## src/rtl/ped_signal_if.sv

```systemverilog
// Pedestrian stage port bundle: car-state/button inputs and pedestrian lamp outputs.
interface ped_signal_if;
  logic       btn_raw;
  logic [2:0] cur_state;
  logic       ped_red;
  logic       ped_green;
  logic       wait_led;
  logic [1:0] ped_state;

  modport master (
    output btn_raw, cur_state,
    input  ped_red, ped_green, wait_led, ped_state
  );

  modport slave (
    input  btn_raw, cur_state,
    output ped_red, ped_green, wait_led, ped_state
  );
endinterface

```

## src/rtl/ped_signal.sv

```systemverilog
// Pedestrian crossing stage: debounces the push-button, latches a request and
// grants walk + blinking clearance at the start of each car-red phase.
module ped_signal #(
  parameter int unsigned DEBOUNCE_CYCLES = 4,
  parameter int unsigned WALK_CYCLES     = 5,
  parameter int unsigned CLEAR_CYCLES    = 4
) (
  input  logic         clk,
  input  logic         resetn,
  ped_signal_if.slave  bus
);

  localparam int unsigned CNT_W = 4;
  localparam int unsigned CS_W  = 3;
  localparam logic [CS_W-1:0]  CS_RED    = CS_W'(1);
  localparam logic [CNT_W-1:0] DEB_LAST  = CNT_W'(DEBOUNCE_CYCLES - 1);
  localparam logic [CNT_W-1:0] WALK_LAST = CNT_W'(WALK_CYCLES - 1);
  localparam logic [CNT_W-1:0] CLR_LAST  = CNT_W'(CLEAR_CYCLES - 1);

  typedef enum logic [1:0] {
    P_DARK  = 2'd0,
    P_STOP  = 2'd1,
    P_WALK  = 2'd2,
    P_CLEAR = 2'd3
  } ped_state_e;

  logic             s1, s2, db, db_q;
  logic [CNT_W-1:0] deb_cnt;
  logic [CS_W-1:0]  prev_state;

  ped_state_e       state, state_nxt;
  logic [CNT_W-1:0] phase_cnt, phase_cnt_nxt;
  logic             blink, blink_nxt;
  logic             req_pending, req_nxt;

  logic press, red_entry, grant, car_dark;

  // Button synchroniser, debounce counter and car-state history
  always_ff @(posedge clk) begin
    if (!resetn) begin
      s1         <= 1'b0;
      s2         <= 1'b0;
      db         <= 1'b0;
      db_q       <= 1'b0;
      deb_cnt    <= '0;
      prev_state <= '0;
    end else begin
      s1         <= bus.btn_raw;
      s2         <= s1;
      db_q       <= db;
      prev_state <= bus.cur_state;
      if (s2 == db) begin
        deb_cnt <= '0;
      end else if (deb_cnt == DEB_LAST) begin
        db      <= s2;
        deb_cnt <= '0;
      end else begin
        deb_cnt <= deb_cnt + CNT_W'(1);
      end
    end
  end

  assign press     = db & ~db_q;
  assign red_entry = (bus.cur_state == CS_RED) && (prev_state != CS_RED);
  assign grant     = (state == P_STOP) && red_entry && (req_pending || press);
  assign car_dark  = bus.cur_state inside {3'd0, 3'd6, 3'd7};

  // Pedestrian FSM state register
  always_ff @(posedge clk) begin
    if (!resetn) begin
      state       <= P_DARK;
      phase_cnt   <= '0;
      blink       <= 1'b0;
      req_pending <= 1'b0;
    end else begin
      state       <= state_nxt;
      phase_cnt   <= phase_cnt_nxt;
      blink       <= blink_nxt;
      req_pending <= req_nxt;
    end
  end

  // Next-state, phase timing and request latch
  always_comb begin
    state_nxt     = state;
    phase_cnt_nxt = phase_cnt;
    blink_nxt     = blink;
    req_nxt       = req_pending;

    if (grant) begin
      req_nxt = 1'b0;
    end else if (press && (state == P_DARK || state == P_STOP)) begin
      req_nxt = 1'b1;
    end

    if (car_dark) begin
      state_nxt = P_DARK;
    end else begin
      unique case (state)
        P_DARK: state_nxt = P_STOP;
        P_STOP: begin
          if (grant) begin
            state_nxt     = P_WALK;
            phase_cnt_nxt = '0;
          end
        end
        P_WALK: begin
          if (bus.cur_state != CS_RED) begin
            state_nxt = P_STOP;
          end else if (phase_cnt == WALK_LAST) begin
            state_nxt     = P_CLEAR;
            phase_cnt_nxt = '0;
            blink_nxt     = 1'b1;
          end else begin
            phase_cnt_nxt = phase_cnt + CNT_W'(1);
          end
        end
        P_CLEAR: begin
          if (bus.cur_state != CS_RED || phase_cnt == CLR_LAST) begin
            state_nxt = P_STOP;
          end else begin
            phase_cnt_nxt = phase_cnt + CNT_W'(1);
            blink_nxt     = ~blink;
          end
        end
        default: state_nxt = P_DARK;
      endcase
    end
  end

  // Lamp decode from registered state only
  assign bus.ped_red   = (state == P_STOP);
  assign bus.ped_green = (state == P_WALK) || ((state == P_CLEAR) && blink);
  assign bus.wait_led  = req_pending;
  assign bus.ped_state = state;

endmodule

```

## src/flat_wrapper.sv

```systemverilog
// flat-port wrapper written by rule: the top's interface ports become plain ports
module ped_signal_flat 
#(
  parameter int unsigned DEBOUNCE_CYCLES = 4,
  parameter int unsigned WALK_CYCLES     = 5,
  parameter int unsigned CLEAR_CYCLES    = 4
)
  (clk, resetn, bus_btn_raw, bus_cur_state, bus_ped_red, bus_ped_green, bus_wait_led, bus_ped_state);
  ped_signal_if bus_i ();
  input  logic clk;
  input  logic resetn;
  input wire logic [$bits(bus_i.btn_raw)-1:0] bus_btn_raw;
  input wire logic [$bits(bus_i.cur_state)-1:0] bus_cur_state;
  output wire logic [$bits(bus_i.ped_red)-1:0] bus_ped_red;
  output wire logic [$bits(bus_i.ped_green)-1:0] bus_ped_green;
  output wire logic [$bits(bus_i.wait_led)-1:0] bus_wait_led;
  output wire logic [$bits(bus_i.ped_state)-1:0] bus_ped_state;
  assign bus_i.btn_raw = bus_btn_raw;
  assign bus_i.cur_state = bus_cur_state;
  assign bus_ped_red = bus_i.ped_red;
  assign bus_ped_green = bus_i.ped_green;
  assign bus_wait_led = bus_i.wait_led;
  assign bus_ped_state = bus_i.ped_state;
  ped_signal #(.DEBOUNCE_CYCLES(DEBOUNCE_CYCLES), .WALK_CYCLES(WALK_CYCLES), .CLEAR_CYCLES(CLEAR_CYCLES)) u_core (.clk(clk), .resetn(resetn), .bus(bus_i));
endmodule
```

## config.mk

```make
export PLATFORM = sky130hd
export DESIGN_NAME = ped_signal_flat
export DESIGN_NICKNAME = d
export VERILOG_FILES = /design/src/rtl/ped_signal_if.sv /design/src/rtl/ped_signal.sv /design/src/flat_wrapper.sv
export SDC_FILE = /design/constraint.sdc
export NUM_CORES = 1
export LEC_CHECK = 0
export CAP_MARGIN = 15
export CORE_ASPECT_RATIO = 1.1
export CORE_MARGIN = 2
export CORE_UTILIZATION = 42
export CTS_CLUSTER_SIZE = 8
export DETAILED_ROUTE_END_ITERATION = 10
export PLACE_DENSITY = 0.7
export SETUP_SLACK_MARGIN = 0.05
export SLEW_MARGIN = 20
export SYNTH_ARGS = -nofsm -noshare
export SYNTH_HDL_FRONTEND = slang
export SYNTH_SLANG_ARGS = --single-unit
```

## constraint.sdc

```tcl
create_clock -name clk -period 1.9 [get_ports clk]
set_input_delay 0.475 -clock clk [delete_from_list [all_inputs] [get_ports clk]]
set_output_delay 0.475 -clock clk [all_outputs]
set_load 0.1 [all_outputs]
```

# ---- Word level (Yosys, flattened, before mapping)
# Cells that the tools add are included.
dict set report totals {
  reg_bits 19
  input_bits 6
  out_inout_bits 5
  wordCells 71
}
dict set report classes {
  add_sub_neg 2
  eq_ne 18
  mux 14
  bitwise 6
  n_reduce_logical 21
}
# cell count
set ops {}
lappend ops {{2-to-1 mux 4 bit} 4}
lappend ops {{case mux 4 bit (3 select lines)} 1}
lappend ops {{AND reduction 5 bit} 2}
lappend ops {{inequality test 3 x 1 -> 1 bit (second input constant)} 3}
lappend ops {{adder 4 x 1 -> 4 bit (second input constant)} 2}
lappend ops {{equality test 4 x 2 -> 1 bit (second input constant)} 2}
lappend ops {{2-to-1 mux 2 bit} 4}
lappend ops {{case mux 2 bit (4 select lines)} 1}
lappend ops {{equality test 3 bit (second input constant)} 2}
lappend ops {{inequality test 2 x 1 -> 1 bit (second input constant)} 3}
lappend ops {{nonzero test 3 bit} 2}
lappend ops {{logical AND 1 bit} 5}
lappend ops {{inverter 1 bit} 5}
lappend ops {{equality test 2 bit (second input constant)} 2}
lappend ops {{equality test 4 x 3 -> 1 bit (second input constant)} 1}
lappend ops {{logical OR 1 bit} 4}
lappend ops {{inequality test 2 bit (second input constant)} 2}
lappend ops {{OR reduction 2 bit} 2}
lappend ops {{equality test 3 x 1 -> 1 bit (second input constant)} 1}
lappend ops {{zero test 3 bit} 1}
lappend ops {{2-to-1 mux 1 bit} 3}
lappend ops {{AND reduction 3 bit} 1}
lappend ops {{OR reduction 3 bit} 1}
lappend ops {{equality test 2 x 1 -> 1 bit (second input constant)} 1}
lappend ops {{other kinds (6)} 6}

# ---- Depth between registers and ports, before layout
dict set report logic_depth {
  word_depth 6
  depth_mapped 7
  mapped_depth_nobuf 7
}

# ---- Least setup slack after synthesis
# Ideal clock, no wire load.
dict set report synth_path {
  path_kind {flip-flop to flip-flop}
  start {reg u_core.state[0], in the netlist u_core.bus.ped_state[0]}
  end {reg u_core.state[0], in the netlist u_core.bus.ped_state[0]}
  setup_ns 0.116
  t_arrival_ns 2.565
  required_time_ns 1.784
  setup_slack_ns -0.780
  stages_incl_launch_ff 5
  n_path_buf 0
  period_less_slack_ns 2.680
  cell_sequence {dfxtp_1 > ha_1 > o21ai_2 > a21oi_1 > and3b_1}
}
dict set report synth_via {
  elab_chain_len 5
  elab_cells_between_ends 11
  cone_classes {eq/ne: 6; mux: 1; reduce/logical: 4}
}
# item line_no
set synth_rtl {}
lappend synth_rtl {{from (decl)} ped_signal.sv:31} ;# ped_state_e state, state_nxt;
lappend synth_rtl {{from (signal assigned)} ped_signal.sv:76} ;# state <= state_nxt;
lappend synth_rtl {{equality test 2 x 1 -> 1 bit *} -}
lappend synth_rtl {{via bus_ped_red} flat_wrapper.sv:14} ;# output wire logic [$bits(bus_i.ped_red)-1:0] bus_ped_red;
lappend synth_rtl {{logical AND 1 bit (2 in a row)} ped_signal.sv:65} ;# assign grant = (state == P_STOP) && red_entry && (req_pending || press);
lappend synth_rtl {{inequality test 2 x 1 -> 1 bit (no line)} -}
lappend synth_rtl {{AND reduction 3 bit (no line)} -}
# The timed path passes the listed nets; every way through them passes the cells marked *.
# A chain may end at the register's enable or synchronous reset.

# ---- Worst setup path after layout
dict set report layout_path {
  start {reg u_core.state[1], in the netlist u_core.bus.ped_state[1]}
  end {out bus_ped_green}
}
dict set report layout_via {
  elab_chain_len 3
  elab_cells_between_ends 4
  cone_classes {eq/ne: 2; reduce/logical: 2}
}
# item line_no
set layout_rtl {}
lappend layout_rtl {{equality test 2 bit} ped_signal.sv:133} ;# assign bus.ped_green = (state == P_WALK) || ((state == P_CLEAR) && blink);
lappend layout_rtl {{logical AND 1 bit} ped_signal.sv:133}
lappend layout_rtl {{logical OR 1 bit *} ped_signal.sv:133}
lappend layout_rtl {{to (decl)} flat_wrapper.sv:15} ;# output wire logic [$bits(bus_i.ped_green)-1:0] bus_ped_green;
# Mark *: on every way between the ends. The rest lies on a longest branch, timed or not.

==> flow_metrics.tcl <==
set metrics [dict create \
    status "completed" \
    placed_cells 163 \
    crit_family "flip-flops" \
    synth-seq-cells 19 \
    fp.dieW_um 50.81 \
    yosysSeqAreaShare 0.3758 \
    synth.distinct_cells 36 \
    slew_headroom 0.7002 \
    max-vdd-ir-drop_mv 0.5968 \
    synth-simple-area-share 0.2435 \
    final_core_util 0.5996 \
    layout.nets 154 \
    hold_class "reg -> reg" \
    cts_tree "done" \
    yosys.area_share.adder 0.09889 \
    fin_crit_sh 0.9514 \
    core_um2 2275 \
    cp_slowest_cell "dfxtp_4" \
    die_area_um2 2819 \
    crit_path_start_kind "register" \
    htree_levels 1 \
    antenna_found_initial 0 \
    clock_latency_ns 0.29 \
    cpPeakStageDelay_ns 0.38 \
    clock_skew_ns 0.001566 \
    synthArstFlopShare 0 \
    synth_ff_type "dfxtp_1" \
    yosysWarnings 0 \
    arrival_ns 1.33 \
    hold_viol 0 \
    clk_pin_slew_ns 0.10 \
    drcViolationCount 0 \
    p_per_area_nw_per_um2 585.8 \
    routedWlPerCell_um 12.73 \
    final_cells 169 \
    gp_congestion 0.8096 \
    leakagePower_nw 0.5723 \
    crit_fanout 4 \
    synth_top_family_by_area "simple AND/OR/NAND/NOR gates" \
    wirelength_um 2152 \
    drive_above_1_share 0.2518 \
    tightest_slew_ns 0.4470 \
    ant_nets 0 \
    grt_max_degree 13 \
    initial_utilization 0.4450 \
    cts_buffers 3 \
    dr.pass1.iters 4 \
    synthesis.area_um2 1012 \
    vias 867 \
    synth_compound_area_frac 0.1904 \
    max_freq_mhz 553.2 \
    synth_xor_area_frac 0.03461 \
    netlist_instances 114 \
    drt_iter0_drc 11 \
    setup_viol 0 \
    crit_type "reg -> out" \
    clockRootBuffer "clkbuf_4" \
    synth.area.mux_share 0.01978 \
    antenna_cells 0 \
    synth-edff-count 0 \
    clock-sinks 19 \
    crit_required_ns 1.42 \
    num_io_pins 11 \
    synth_area_leaders "dfxtp_1, ha_1, nand3_1" \
    grt_pass1_wl_um 3505 \
    setup-tns-final_ns 0 \
    finalCriticalPeriod_ns 1.808 \
    grt-ovfl-total 0 \
    grt_util_all_layers 0.1623 \
    multi_input_area_um2 629.4 \
    ff_latch_area_um2 387.9 \
    grt_setup_unrepaired "yes" \
    grt_pass1_vias 848 \
    nFillCells 206 \
    drt-vias-per-instance 5.130 \
    crit_path_cell_trace "ha_4, buf_6, a21o_4, buf_12" \
    avgSynthCellArea_um2 8.879 \
    die_h_um 55.49 \
    drv_slew 0 \
    endpoint_kind "output port" \
    clockBufferDepth 2 \
    netlist.area_leader.share 0.3758 \
    cp_num_buf_inv 2 \
    portBuffers 10 \
    dp_hpwl_um 1636 \
    total_power_uw 798.9 \
    area_growth_syn_to_layout_pct 34.73 \
    yosys.area.top_type "dfxtp_1" \
    rows 18 \
    synth_nets 128 \
    maxCapViolations 0 \
]
==> cell usage after synthesis (2+ instances only) <==
cell,number
mux2i_1,2
ha_1,8
a21oi_1,7
o21ai_0,2
nand3_1,9
inv_1,9
nor2b_1,3
nand2_1,9
or2_2,2
nor3_1,2
o21a_1,2
nor2_1,10
and2_1,6
xor2_1,3
dfxtp_1,19
==> worst paths after layout <==
kind	to	slack, ns	depth (start not counted)	from
setup / recovery	bus_ped_green	0.09	4	u_core.bus.ped_state[1]
hold / removal	u_core.s2	0.46	1	u_core.s1
setup reg to reg	u_core.phase_cnt[3]	0.19	7	u_core.phase_cnt[0]
hold reg to reg	u_core.s2	0.46	1	u_core.s1
==> worst register-to-register path, stage by stage (launching register included) <==
cell and delay (ns):
dfxtp_1 0.35, inv_1 0.08, ha_1 0.18, nor4bb_1 0.39
nor2_1 0.15, and2_1 0.17, o31ai_1 0.19, a21oi_1 0.09
==> repair_timing <==
item                                    CTS  global route
pin swaps                                 0             3
endpoints found under the setup margin    1             7
hold buffers                              0             0
buffers inserted                          3             0
gates resized for setup                   2             4
==> per-stage QoR <==
stage               hold WS (ns)  setup WS (ns)  cell area (µm²)
floorplan                 0.4119        0.06873             1032
global placement          0.4284        -0.1498             1291
detailed placement        0.4370        -0.1855             1291
CTS                       0.4653        0.06308             1345
global route              0.4807        0.04139             1364
finish                    0.4590        0.09243             1364
==> cell families after synthesis <==
logic type,Yosys count
buffers and inverters,10
XOR/XNOR,4
AND/OR/NAND/NOR,46
flip-flops,19
multiplexers,2
adder cells (fa/ha/maj),8
AO/OA/AOI/OAI,25
==> where the power goes <==
group,leakage (nW),internal [mW],switching [mW]
Sequential,0.156,0.407,0.00648
Clock,0.0150,0.0817,0.122
Combinational,0.401,0.0780,0.104
==> area by class of cell <==
type / count / share of cell area
Sequential cell: 19 / 0.2844
Clock buffer: 4 / 0.01927
Multi-Input combinational cell: 85 / 0.4615
Timing Repair Buffer: 22 / 0.1826
Tap cell: 30 / 0.02752
Inverter: 9 / 0.02477
==> sequential cells by signal (all words and copies together) (netlist names) <==
register	count
u_core.blink	1
u_core.bus.ped_state	2
u_core.bus.wait_led	1
u_core.db	1
u_core.db_q	1
u_core.deb_cnt	4
u_core.phase_cnt	4
u_core.prev_state	3
u_core.s1	1
u_core.s2	1
==> per-layer routing <==
| metal | up-vias | global-route usage | part of all wire |
|---|---|---|---|
| met3 | 4 | 0.03514 | 0.024 |
| met2 | 12 | 0.2970 | 0.54 |
| met1 | 403 | 0.1797 | 0.42 |
| met5 | - | 0 | 0 |
| met4 | 0 | 0.05792 | 0.012 |
| li1 | 448 | - | - |
==> cell usage in the layout, fill, tap and decap left out, types with 2 or more instances in the layout <==
cell type / synthesis / layout
a21oi_1: 7 / 7
and2_1: 6 / 6
buf_12: 0 / 5
buf_4: 0 / 11
clkbuf_4: 0 / 3
clkdlybuf4s50_1: 0 / 3
dfxtp_1: 19 / 17
dfxtp_4: 0 / 2
dlymetal6s2s_1: 0 / 2
ha_1: 8 / 5
ha_4: 0 / 2
inv_1: 9 / 9
mux2i_1: 2 / 2
nand2_1: 9 / 9
nand3_1: 9 / 9
nor2_1: 10 / 10
nor2b_1: 3 / 3
nor3_1: 2 / 2
o21a_1: 2 / 2
o21ai_0: 2 / 2
or2_2: 2 / 2
xor2_1: 3 / 3
(Power assumes the default switching activity.)
==> RTL edit (config.mk and constraints unchanged) <==
Change the localparam `CNT_W` from 4 to 6.
--- a/src/rtl/ped_signal.sv
+++ b/src/rtl/ped_signal.sv
@@ -10,7 +10,7 @@
   ped_signal_if.slave  bus
 );
 
-  localparam int unsigned CNT_W = 4;
+  localparam int unsigned CNT_W = 6;
   localparam int unsigned CS_W  = 3;
   localparam logic [CS_W-1:0]  CS_RED    = CS_W'(1);
   localparam logic [CNT_W-1:0] DEB_LAST  = CNT_W'(DEBOUNCE_CYCLES - 1);
Function: same outputs for any inputs over 10 cycles, from zero or initial values and one cycle with resetn low; that may be too few to reach the edited logic, so the function may still have changed.
==> RTL edit against the original RTL <==
Utilization increased by 1.1 points. Synthesized area is 17% higher. Setup slack improved by 0.010 ns. Sequential cell count rose by 4. Total power increased by 32%. Final area rose by 22%. Synthesized cell count increased by 12%. Routed wire length increased by 17%. Final cell count rose by 16%. Register-to-register slack got worse by 0.07 ns. Critical path type unchanged. Critical endpoint is now bus_ped_red. Largest cell class unchanged.
==> RTL edit: results (changes against the original RTL) <==
| Metric | Value |
|---|---|
| Outcome | `finished, final reports clean` |
| Met1 GRT Util | `22.6% (+4.6 points)` |
| Final Wtd Congestion | `0.826 (+2.1%)` |
| Number of global-route vias before repair | `976 (+15%)` |
| Hold Crit Start | `u_core.s1` |
| Port buffer count | `10 (unchanged)` |
| Routed WL | `2.52 mm (+17%)` |
| Hold Slack | `0.452 ns (-0.00720 ns)` |
| Top flop regs | `u_core.deb_cnt x6, u_core.phase_cnt x6, u_core.prev_state x3` |
| Sequential cell area share | `28.1% (-0.36 points)` |
| Layout non-clock buf frac | `20.2% (+1.9 points)` |
| Area contributors post-synth | `dfxtp_1, ha_1, nor2_1` |
| FF-to-FF Start | `u_core.bus.ped_state[1]` |
| Synthesized Nets | `142 (+11%)` |
| Core Util, Final | `61.1% (+1.1 points)` |
| CP Capture Point | `bus_ped_red` |
| ANT cells | `0 (unchanged)` |
| Sequential-to-total area share from yosys stat | `39.0% (+1.4 points)` |
| Metal2 WL | `1.27 mm (+8.6%)` |
| Top routing layer used | `met4` |
| Clock buf/inv share | `1.65% (-0.27 points)` |
| HPWL Detailed | `1.87 mm (+14%)` |
| Post-route insts no fill | `196 (+16%)` |
| Setup Skew | `0.000721 ns (-0.000845 ns)` |
| Flop pwr share | `47.7% (-4.0 points)` |
| Fraction of area in multi-input gates | `45.9% (-0.28 points)` |
| Fin. max-slew vios | `0 (unchanged)` |
| Worst R2R Path Depth | `8 (+1)` |
| Post-synth top flop | `dfxtp_1` |
| FMAX | `0.556 GHz (+0.58%)` |
| Met1 WL | `1.15 mm (+27%)` |
| Signal inverters | `7 (-2)` |
| VDD IR-drop max | `0.000352 V (-41%)` |
| Post-synthesis cell count | `128 (+12%)` |
| Worst slew pin tran | `0.361 ns (-0.0863 ns)` |
| Clk_lat worst skew | `0.31 ns (+0.02 ns)` |
| Met3 Usage GRT | `3.79% (+0.27 points)` |
| Psw | `0.320 mW (+38%)` |
| LEAKAGE | `0.679 nW (+19%)` |
| Met3 WL post-DR | `70 um (+35%)` |
| Clk slew on worst S/H paths | `0.13 ns (+0.03 ns)` |
| Signal buffers | `33 (+50%)` |
| Distinct cells, synth | `39 (+8.3%)` |
| # fillers | `242 (+17%)` |
| Via density | `5.25 (+2.3%)` |
| Share of cells above drive strength 1 | `34.4% (+9.2 points)` |
| Nets@finish | `178 (+16%)` |
| R2r setup slk | `0.12 ns (-0.07 ns)` |
| Setup WS pre-CTS | `-0.529 ns (-0.343 ns)` |
| Met2 usage | `28.6% (-1.1 points)` |
| Largest net degree at the start of global routing | `17 (+4)` |
| Placed Area | `1530 um^2 (+19%)` |
| First-pass GRT wire length | `4.16 mm (+19%)` |
| Placed Cells | `186 (+14%)` |
| Multi-In Gates | `96 (+13%)` |
| Internal | `0.736 mW (+30%)` |
| Total track usage | `17.7% (+1.4 points)` |
| Commonest cells post-synth | `dfxtp_1, nor2_1, ha_1, inv_1, nand2_1` |
| Clock Power Share | `22.1% (-3.4 points)` |
## RTL edit: kinds of logic (layout without fill, tap and decap cells)
| kind of cell | after synthesis | after routing | share of synthesized area, % |
|---|---|---|---|
| compound gates | 23 | 23 | 15.3 |
| xor+xnor | 6 | 6 | 4.45 |
| fa+ha+maj | 8 | 8 | 8.48 |
| buf+inv | 9 | 44 | 2.86 |
| flops | 23 | 23 | 39.0 |
| mux | 1 | 1 | 0.848 |
| simple gates | 58 | 58 | 29.1 |
## RTL edit: critical path: stages (launching register included)
cell,delay (ns)
dfxtp_4,0.38
inv_4,0.04
ha_4,0.16
buf_4,0.13
buf_4,0.13
buf_12,0.15
## RTL edit: repair_timing
item,CTS,global route
endpoints found under the setup margin,7,7
pin swaps,4,6
resized for setup,12,10
gates cloned,0,0
buffers inserted,4,3
